[src/rtl/uart_rx_frame.sv]
// ---------------------------------------------------------------------------
// uart_rx_frame
// Parametrised UART receiver with mid-bit sampling, false-start rejection,
// parity / framing / overrun detection and a one-entry holding register
// with a valid/ack handshake.
//
// Parameters
//   CLK_HZ     system clock frequency in Hz
//   BAUD       line rate; CLKS_PER_BIT = CLK_HZ / BAUD (must be >= 4)
//   DATA_BITS  data bits per frame, 5..9
//   PARITY     0 = none, 1 = odd, 2 = even
//   STOP_BITS  stop bits checked, 1 or 2
//
// Ports
//   clk          system clock, rising edge
//   rst_n        asynchronous active-low reset
//   rx           raw serial line, idle high, asynchronous to clk
//   rx_enable    gates detection of new start bits only
//   rx_data      received word, LSB = first bit on the line
//   rx_valid     holding register full, level until acknowledged
//   rx_ack       consumer accepts rx_data (only while rx_valid = 1)
//   parity_err   parity mismatch for the held word
//   frame_err    a stop bit was sampled low for the held word
//   overrun_err  one-cycle pulse when a completed frame is dropped
//   busy         receiver FSM is not idle
// ---------------------------------------------------------------------------
`timescale 1ns/1ps

module uart_rx_frame #(
   parameter int CLK_HZ    = 12000000,
   parameter int BAUD      = 115200,
   parameter int DATA_BITS = 8,
   parameter int PARITY    = 0,
   parameter int STOP_BITS = 1
) (
   input  logic                 clk,
   input  logic                 rst_n,
   input  logic                 rx,
   input  logic                 rx_enable,
   output logic [DATA_BITS-1:0] rx_data,
   output logic                 rx_valid,
   input  logic                 rx_ack,
   output logic                 parity_err,
   output logic                 frame_err,
   output logic                 overrun_err,
   output logic                 busy
);

   localparam int CLKS_PER_BIT = CLK_HZ / BAUD;
   localparam int HALF         = CLKS_PER_BIT / 2;
   localparam int CNT_W        = $clog2(CLKS_PER_BIT);
   localparam int IDX_W        = $clog2(DATA_BITS + 1);
   localparam logic PAR_ODD    = (PARITY == 1);

   if (CLKS_PER_BIT < 4) begin : g_bad_baud
      $error("uart_rx_frame: CLK_HZ/BAUD must be at least 4");
   end
   if (DATA_BITS < 5 || DATA_BITS > 9) begin : g_bad_data_bits
      $error("uart_rx_frame: DATA_BITS must be 5..9");
   end
   if (PARITY < 0 || PARITY > 2) begin : g_bad_parity
      $error("uart_rx_frame: PARITY must be 0, 1 or 2");
   end
   if (STOP_BITS < 1 || STOP_BITS > 2) begin : g_bad_stop_bits
      $error("uart_rx_frame: STOP_BITS must be 1 or 2");
   end

   typedef enum logic [2:0] {
      S_IDLE,
      S_START,
      S_DATA,
      S_PARITY,
      S_STOP
   } state_t;

   state_t               r_state;
   state_t               w_state_next;

   logic                 r_rx_meta;
   logic                 r_rx_s;
   logic                 r_armed;
   logic [CNT_W-1:0]     r_count;
   logic [IDX_W-1:0]     r_bit_idx;
   logic [DATA_BITS-1:0] r_shift;
   logic                 r_perr;
   logic                 r_ferr;
   logic                 r_done;

   logic [DATA_BITS-1:0] r_rx_data;
   logic                 r_rx_valid;
   logic                 r_parity_err;
   logic                 r_frame_err;
   logic                 r_overrun_err;

   logic                 w_tick;
   logic                 w_last_data;
   logic                 w_last_stop;
   logic                 w_shift_en;
   logic                 w_par_en;
   logic                 w_stop_en;

   // Two-flop synchroniser; resets to the idle (high) line level.
   always_ff @(posedge clk or negedge rst_n) begin
      if (!rst_n) begin
         r_rx_meta <= 1'b1;
         r_rx_s    <= 1'b1;
      end else begin
         r_rx_meta <= rx;
         r_rx_s    <= r_rx_meta;
      end
   end

   // START waits half a bit so every later full-bit sample lands mid-bit.
   assign w_tick      = (r_state == S_START) ? (r_count == CNT_W'(HALF - 1))
                                             : (r_count == CNT_W'(CLKS_PER_BIT - 1));
   assign w_last_data = (r_bit_idx == IDX_W'(DATA_BITS - 1));
   assign w_last_stop = (r_bit_idx == IDX_W'(STOP_BITS - 1));

   // State register
   always_ff @(posedge clk or negedge rst_n) begin
      if (!rst_n) begin
         r_state <= S_IDLE;
      end else begin
         r_state <= w_state_next;
      end
   end

   // Next-state logic
   always_comb begin
      w_state_next = r_state;
      case (r_state)
         S_IDLE: begin
            if (rx_enable && r_armed && !r_rx_s) begin
               w_state_next = S_START;
            end
         end
         S_START: begin
            if (w_tick) begin
               w_state_next = r_rx_s ? S_IDLE : S_DATA;
            end
         end
         S_DATA: begin
            if (w_tick && w_last_data) begin
               w_state_next = (PARITY != 0) ? S_PARITY : S_STOP;
            end
         end
         S_PARITY: begin
            if (w_tick) begin
               w_state_next = S_STOP;
            end
         end
         S_STOP: begin
            // Leave mid stop bit so a back-to-back start edge is not missed.
            if (w_tick && w_last_stop) begin
               w_state_next = S_IDLE;
            end
         end
         default: begin
            w_state_next = S_IDLE;
         end
      endcase
   end

   // Output / strobe decode from the state register
   always_comb begin
      busy       = (r_state != S_IDLE);
      w_shift_en = (r_state == S_DATA)   && w_tick;
      w_par_en   = (r_state == S_PARITY) && w_tick;
      w_stop_en  = (r_state == S_STOP)   && w_tick;
   end

   // Bit timing, sampling and per-frame error accumulation
   always_ff @(posedge clk or negedge rst_n) begin
      if (!rst_n) begin
         r_count   <= '0;
         r_bit_idx <= '0;
         r_shift   <= '0;
         r_perr    <= 1'b0;
         r_ferr    <= 1'b0;
         r_done    <= 1'b0;
         r_armed   <= 1'b0;
      end else begin
         if (r_state == S_IDLE || w_tick) begin
            r_count <= '0;
         end else begin
            r_count <= r_count + CNT_W'(1);
         end

         case (r_state)
            S_DATA: begin
               if (w_tick) begin
                  r_bit_idx <= w_last_data ? '0 : r_bit_idx + IDX_W'(1);
               end
            end
            S_STOP: begin
               if (w_tick) begin
                  r_bit_idx <= r_bit_idx + IDX_W'(1);
               end
            end
            default: begin
               r_bit_idx <= '0;
            end
         endcase

         if (w_shift_en) begin
            r_shift <= {r_rx_s, r_shift[DATA_BITS-1:1]};
         end

         if (r_state == S_START) begin
            r_perr <= 1'b0;
         end else if (w_par_en) begin
            r_perr <= (((^r_shift) ^ r_rx_s) != PAR_ODD);
         end

         if (r_state == S_START) begin
            r_ferr <= 1'b0;
         end else if (w_stop_en && !r_rx_s) begin
            r_ferr <= 1'b1;
         end

         r_done <= w_stop_en && w_last_stop;

         // A line still held low after a frame (break) must go high before
         // another start is accepted.
         if (r_state != S_IDLE) begin
            r_armed <= 1'b0;
         end else if (r_rx_s) begin
            r_armed <= 1'b1;
         end
      end
   end

   // Holding register with valid/ack handshake and overrun detection
   always_ff @(posedge clk or negedge rst_n) begin
      if (!rst_n) begin
         r_rx_data     <= '0;
         r_rx_valid    <= 1'b0;
         r_parity_err  <= 1'b0;
         r_frame_err   <= 1'b0;
         r_overrun_err <= 1'b0;
      end else begin
         r_overrun_err <= 1'b0;
         if (r_done) begin
            if (!r_rx_valid || rx_ack) begin
               r_rx_data    <= r_shift;
               r_parity_err <= r_perr;
               r_frame_err  <= r_ferr;
               r_rx_valid   <= 1'b1;
            end else begin
               r_overrun_err <= 1'b1;
            end
         end else if (rx_ack && r_rx_valid) begin
            r_rx_valid   <= 1'b0;
            r_parity_err <= 1'b0;
            r_frame_err  <= 1'b0;
         end
      end
   end

   assign rx_data     = r_rx_data;
   assign rx_valid    = r_rx_valid;
   assign parity_err  = r_parity_err;
   assign frame_err   = r_frame_err;
   assign overrun_err = r_overrun_err;

endmodule
[config.mk]
export PLATFORM = sky130hd
export DESIGN_NAME = uart_rx_frame
export DESIGN_NICKNAME = d
export VERILOG_FILES = /design/src/rtl/uart_rx_frame.sv
export SDC_FILE = /design/constraint.sdc
export NUM_CORES = 1
export LEC_CHECK = 0
export CAP_MARGIN = 5
export CORE_UTILIZATION = 55
export CTS_CLUSTER_SIZE = 8
export DETAILED_ROUTE_END_ITERATION = 10
export PLACE_DENSITY = 0.77
export SYNTH_ARGS = -nofsm -noshare
export SYNTH_HDL_FRONTEND = slang
export SYNTH_SLANG_ARGS = --single-unit
[constraint.sdc]
create_clock -name clk -period 3.3 [get_ports clk]
set_clock_uncertainty 0.05 [all_clocks]
set_input_delay 0.99 -clock clk [delete_from_list [all_inputs] [get_ports clk]]
set_output_delay 0.99 -clock clk [all_outputs]
set_load 0.05 [all_outputs]
# Word level (Yosys, flattened, before mapping)
# Cells that the tools add are included.
# word_totals
regBits,40
input_bits,5
output_inout_bits,13
# op_classes
addsub,2
n_eq_ne,15
mux,28
bitwise,1
reduce_logical,26
# ops
operator,n
$mux W1,16
$mux W3,5
$pmux W3 S5,1
$ne A2 B2 Y1 const B,7
$mux W4,3
$logic_and A1 B1 Y1,10
$pmux W4 S2,1
$reduce_bool A2 Y1,4
$reduce_xor A8 Y1,1
$add A7 B1 Y7 const B,1
$eq A7 B6 Y1 const B,1
$eq A7 B7 Y1 const B,1
$mux W7,1
$eq A3 B2 Y1 const B,2
$reduce_and A2 Y1,3
$reduce_and A5 Y1,1
$add A4 B1 Y4 const B,1
$eq A4 B3 Y1 const B,1
$logic_not A4 Y1,1
$eq A3 B1 Y1 const B,1
$eq A3 B3 Y1 const B,1
$logic_not A3 Y1,1
$reduce_bool A3 Y1,1
$logic_not A1 Y1,2
4 further kinds,5

# Logic depth before layout (Yosys ltp)
# Gate-level depths: netlist of run 1.
# logic_depth
word_depth,6
depth_mapped,7
mapped_depth_nobuf,6

# Least setup slack after synthesis of run 1
# OpenSTA, ideal clock, no wires.
# synth_path
path_kind,register to output
startpoint,register r_state[1]
endpoint,output port busy
arrival_time_ns,1.152
t_required_ns,2.260
slack_ns,1.108
path_stages_with_launch,3
n_path_buf,1
path_cell_list,dfrtp_1 -> clkbuf_1 -> or3_1
# synth_between
elab_chain_cells,1
# synth_lines
item,line_no,source
start: declaration,76,state_t r_state;
start signal: assignment,124,r_state <= w_state_next;
$reduce_bool A3 Y1,166,busy = (r_state != S_IDLE);
end: declaration,46,output logic busy
# No other way between the ends.

# Final worst setup path of run 1
# layout_path
startpoint,register r_state[0]
endpoint,output port busy
# Same word-level chain as after synthesis.

==> results of run 1 <==
==> stage by stage <==
| step | util [%] | instances | hold slack (ns) | worst slack, ns | instance area [sq um] |
|---|---|---|---|---|---|
| 6_report | 67.68 | 225 | 0.3134 | 0.1503 | 2117 |
| 5_1_grt | 67.68 | 225 | 0.3189 | 0.07885 | 2117 |
| 4_1_cts | 67.68 | 225 | 0.3146 | 0.1449 | 2117 |
| 3_5_place_dp | 65.68 | 217 | 0.2968 | 0.5548 | 2054 |
| 3_3_place_gp | 65.68 | 217 | 0.2995 | 0.5898 | 2054 |
| 2_1_floorplan | - | 162 | 0.2952 | 1.108 | 1858 |
==> power breakdown <==
group / switching, uW / internal [uW] / leakage (uW) / total [uW]
combinational: 10.6 / 4.61 / 0.000368 / 15.2
clock: 157 / 104 / 0.0000315 / 261
sequential: 1.34 / 492 / 0.000522 / 494
total: 169 / 601 / 0.000922 / 770
==> Yosys cell counts, types with 2 or more instances <==
master     number  area [sq um]
dfrtp_1        38         950.9
nor2_1         19         71.32
mux2_2         16         180.2
xnor2_1         9         78.83
o21ai_0         8         40.04
nand2_1         7         26.28
nand3_1         6         30.03
clkbuf_1        5         18.77
nand2b_1        5         31.28
a21oi_1         4         20.02
inv_1           4         15.01
a32oi_1         3         26.28
ha_1            3         37.54
mux2i_1         3         30.03
nor3_1          3         15.01
xor2_1          3         26.28
dfstp_2         2         52.55
nor2b_1         2         12.51
o2bb2ai_1       2         17.52
o31ai_1         2         15.01
or3_1           2         12.51
==> registers in the layout, summed over array words and instances (netlist names) <==
register     flops
r_shift          8
rx_data          8
r_count          7
r_bit_idx        4
r_state          3
frame_err        1
overrun_err      1
parity_err       1
r_armed          1
r_done           1
r_ferr           1
r_perr           1
r_rx_meta        1
r_rx_s           1
rx_valid         1
==> final cells by class <==
cell class | instances | share of cell area (%)
Multi-Input combinational cell | 112 | 38.53
Timing Repair Buffer | 17 | 7.801
Sequential cell | 40 | 47.40
Inverter | 4 | 0.7092
Tap cell | 44 | 2.600
Clock inverter | 1 | 0.3546
Clock buffer | 7 | 2.600
==> critical path, cell delays in order (launching register included) <==
cell and delay, ns:
dfrtp_1 0.58, or3_1 0.46, clkdlybuf4s50_1 0.73
==> logic make-up after synthesis <==
family / Yosys count / synth area share (%)
AOI/OAI and AO/OA: 25 / 8.755
adders and majority gates: 3 / 2.020
xor gates and xnor gates: 13 / 6.869
and+or+nand+nor: 52 / 14.95
buffers and inverters: 10 / 2.087
DFF: 40 / 54.01
muxes: 19 / 11.31
==> path summary, 6_finish.rpt <==
check	slack [ns]	start	end	cells past startpoint
worst max-delay path	0.15	r_state[0]	busy	2
worst min-delay path	0.31	r_rx_meta	r_rx_s	0
worst max register to register	0.93	r_count[0]	r_shift[0]	5
worst min register to register	0.31	r_rx_meta	r_rx_s	0
max in group asynchronous	1.97	rst_n	r_perr	1
min in group asynchronous	0.68	rst_n	r_count[3]	1
==> routing by layer <==
| layer | wire (microns) | vias to the layer above | share of wire (%) | global-route usage, % |
|---|---|---|---|---|
| li1 | - | 602 | - | - |
| met1 | 1557 | 593 | 47 | 28.57 |
| met2 | 1606 | 35 | 48 | 33.91 |
| met3 | 120 | 7 | 3.6 | 4.113 |
| met4 | 59 | 0 | 1.8 | 10.96 |
| met5 | 0 | - | 0 | 0 |
==> results.cfg, run 1 <==
[sta]
fin_crit_sh_pct = 95.45
rsz0062_at_grt = no
fmax_mhz = 317.5
slew_headroom_pct = 42.48
maxSlewViolCount = 0
setup_viol = 0
finalSetupTns_ns = 0
worst_slew_pin_slew_ns = 0.8628
period_minus_slack_ns = 3.150
hold_viol_final = 0

[floorplanning]
dieArea_sq_mm = 0.003614
initial_utilization_pct = 59.40
die_x_microns = 60.12
ios = 18
die_y_microns = 60.12
rows = 20
coreArea_sq_mm = 0.003128

[setup_path]
path_class = reg2out
critical_path_required_ns = 2.26
critPathMaxFanout = 16
worst_setup_path_start_kind = register
end_kind = primary output
critPathArrivalTime_ns = 2.11

[pwr]
power_density_mw_per_mm2 = 363.7
p_leak_uw = 0.0009217
ir_drop_v = 0.0002732
finalPower_uw = 770.0

[detailed_routing]
vias_per_cell = 5.498
drc_errors = 0
dr.first_iter.drc_count = 79
wire_per_inst_microns = 14.86
drt-pass1-iter-count = 4
postRouteWirelength_mm = 3.344
final_antenna_net_count = 0
dr_total_vias = 1237

[final_layout]
drive_gt1_share_pct = 16.57
seq_area_sq_mm = 0.001003
synthToLayoutAreaGrowth_pct = 13.94
mostFrequentLayoutCell = dfrtp_1
nets = 188
multiInputGateArea_sq_um = 815.8
final_cell_mix = 38 x dfrtp_1, 19 x nor2_1, 16 x mux2_2, 16 x clkdlybuf4s50_1, 9 x xnor2_1
n_fill_cell = 258
antenna_cells = 0

[synth]
syn_nets = 170
synthFlopType = dfrtp_1
syn_inst = 162
ys_warn_count = 0
syn_avg_cell_area_sq_um = 11.47
async_reset_ff_share_pct = 100.0
synth-edff-count = 0
synthDistinctLibCells = 37
synth_seq_cells = 40
synth_area_sq_mm = 0.001858
ys_seq_area_share_pct = 54.01

[clock_network]
ctsRootBufferMaster = clkbuf_4
cts.repair.resized = 0
clkSlewWorstSetupHoldPaths_ns = 0.11
cts.sinks = 40
post_cts_buffers = 0
insertion_delay_ns = 0.36
cts_tree = done
ctsHoldBuffers = 0
cts_buffers = 5
htreeDepth = 2
cts_max_path_buffers = 2

[global_route]
grtUsageTotal_pct = 21.66
grt_pass1_wl_mm = 5.575
grt-ovfl-total = 0
grt_max_degree = 41
grt_pass1_vias = 1227
grt_antenna_before_repair = 0

[outcome]
status = finished, final reports clean

[placement]
gp_routability_congestion = 0.8194
dp_hpwl_mm = 2.278
portBuffers = 17

[job]
maxCapViolCount = 0

[min_path]
worstHoldPathType = reg2reg
Power figures use the tool's default switching activity.
==> inputs of run 2 (changes only) <==
Settings changed: CTS_CLUSTER_SIZE 8 to 10.
Clock period 3.3 ns to 3.4 ns, I/O delays scaled along.
==> run 2 against run 1 <==
Die area did not move. Via count fell by 0.65%. Sequential power fell by 3%. Largest cell class unchanged. Largest power group unchanged. Register-to-register slack improved by 0.15 ns.
==> results.cfg, run 2 (synthesis results as in run 1) <==
[outcome]
status = finished, final reports clean

[placement]
place_inst = 217
gp_routability_congestion = 0.8246
dp_hpwl_mm = 2.233
post_dp_cell_area_sq_mm = 0.002054
portBuffers = 17
dp_slack_ns = 0.6421

[clock_network]
post_cts_buffers = 0
cts_max_path_buffers = 2
insertion_delay_ns = 0.35
cts_buffers = 5
cts.sinks = 40
htreeDepth = 2
clkSlewWorstSetupHoldPaths_ns = 0.11
ctsHoldBuffers = 0
ctsRootBufferMaster = clkbuf_4
cts_tree = done
cts.repair.resized = 0

[sta]
setup_slack_ns = 0.2428
fin_crit_sh_pct = 92.86
fmax_mhz = 316.7
period_minus_slack_ns = 3.157
slew_headroom_pct = 44.08
setup_viol = 0
worst_slew_pin_slew_ns = 0.8388
maxSlewViolCount = 0
hold_viol_final = 0
finalSetupTns_ns = 0
rsz0062_at_grt = no

[detailed_routing]
vias_per_cell = 5.462
dr_total_vias = 1229
drc_errors = 0
dr.first_iter.drc_count = 58
postRouteWirelength_mm = 3.075
wire_per_inst_microns = 13.67
final_antenna_net_count = 0
drt-pass1-iter-count = 4

[final_layout]
utilization_pct = 67.40
final_cell_mix = 38 x dfrtp_1, 19 x nor2_1, 16 x mux2_2, 16 x clkdlybuf4s50_1, 9 x xnor2_1
drive_gt1_share_pct = 16.57
synthToLayoutAreaGrowth_pct = 13.47
fin_cells = 225
fin_area_sq_mm = 0.002108
nets = 188
mostFrequentLayoutCell = dfrtp_1
antenna_cells = 0

[setup_path]
worst_setup_path_start_kind = register
critPathMaxFanout = 16
path_class = reg2out
critPathArrivalTime_ns = 2.09
critical_path_required_ns = 2.33
end_kind = primary output
regToRegSetupSlack_ns = 1.08

[floorplanning]
ios = 18
die_y_microns = 60.12
rows = 20
initial_utilization_pct = 59.40
die_x_microns = 60.12
dieArea_sq_mm = 0.003614
coreArea_sq_mm = 0.003128

[global_route]
grt_antenna_before_repair = 0
grt_pass1_wl_mm = 5.292
grt_pass1_vias = 1173
grtUsageTotal_pct = 20.45
grt-ovfl-total = 0
grt_max_degree = 41

[pwr]
ir_drop_v = 0.0002451
power_density_mw_per_mm2 = 343.4
p_leak_uw = 0.0009185

[job]
maxCapViolCount = 0

[min_path]
worstHoldPathType = reg2reg
[run 2: final timing paths]
check / start / end / depth (start not counted)
setup / recovery: r_state[0] / busy / 2
hold / removal: r_rx_meta / r_rx_s / 0
setup reg to reg: r_count[0] / r_shift[2] / 5
hold reg to reg: r_rx_meta / r_rx_s / 0
max in group asynchronous: rst_n / rx_data[4] / 1
min in group asynchronous: rst_n / frame_err / 1
[run 2: area by class of cell]
| cell class | count | area [sq um] |
|---|---|---|
| timing repair buffer | 17 | 165.2 |
| inverter | 4 | 15.01 |
| clock inverter | 2 | 12.51 |
| clock buffer | 6 | 41.29 |
| multi-input combinational | 112 | 815.8 |
| fill | 261 | 1020 |
| tap | 44 | 55.05 |
| sequential | 40 | 1003 |
[run 2: per-stage QoR]
step | hold WS (ns) | power [uW]
floorplan | 0.2952 | 489.6
global route | 0.3182 | 750.6
CTS | 0.3134 | 734.1
detailed placement | 0.2968 | 503.5
global placement | 0.2995 | 503.0
finish | 0.3122 | 724.0
[run 2: report_power, final]
| group | switching [uW] | internal [uW] | leakage (uW) | total, uW |
|---|---|---|---|---|
| combinational | 9.94 | 4.48 | 0.000368 | 14.4 |
| sequential | 1.26 | 478 | 0.000522 | 479 |
| clock | 151 | 79.8 | 0.0000282 | 231 |
[run 2: critical path: stages, from the launching register on]
cell             delay, ns
dfrtp_1               0.57
or3_1                 0.45
clkdlybuf4s50_1       0.72
[run 2: metal layers]
metal | part of all wire (%) | wire [microns] | GRT usage [%] | vias to the layer above
met1 | 47 | 1450 | 26.88 | 596
met5 | 0 | 0 | 0 | -
li1 | - | - | - | 601
met2 | 48 | 1479 | 30.61 | 26
met4 | 1.9 | 59 | 8.970 | 0
met3 | 2.8 | 86 | 6.926 | 6
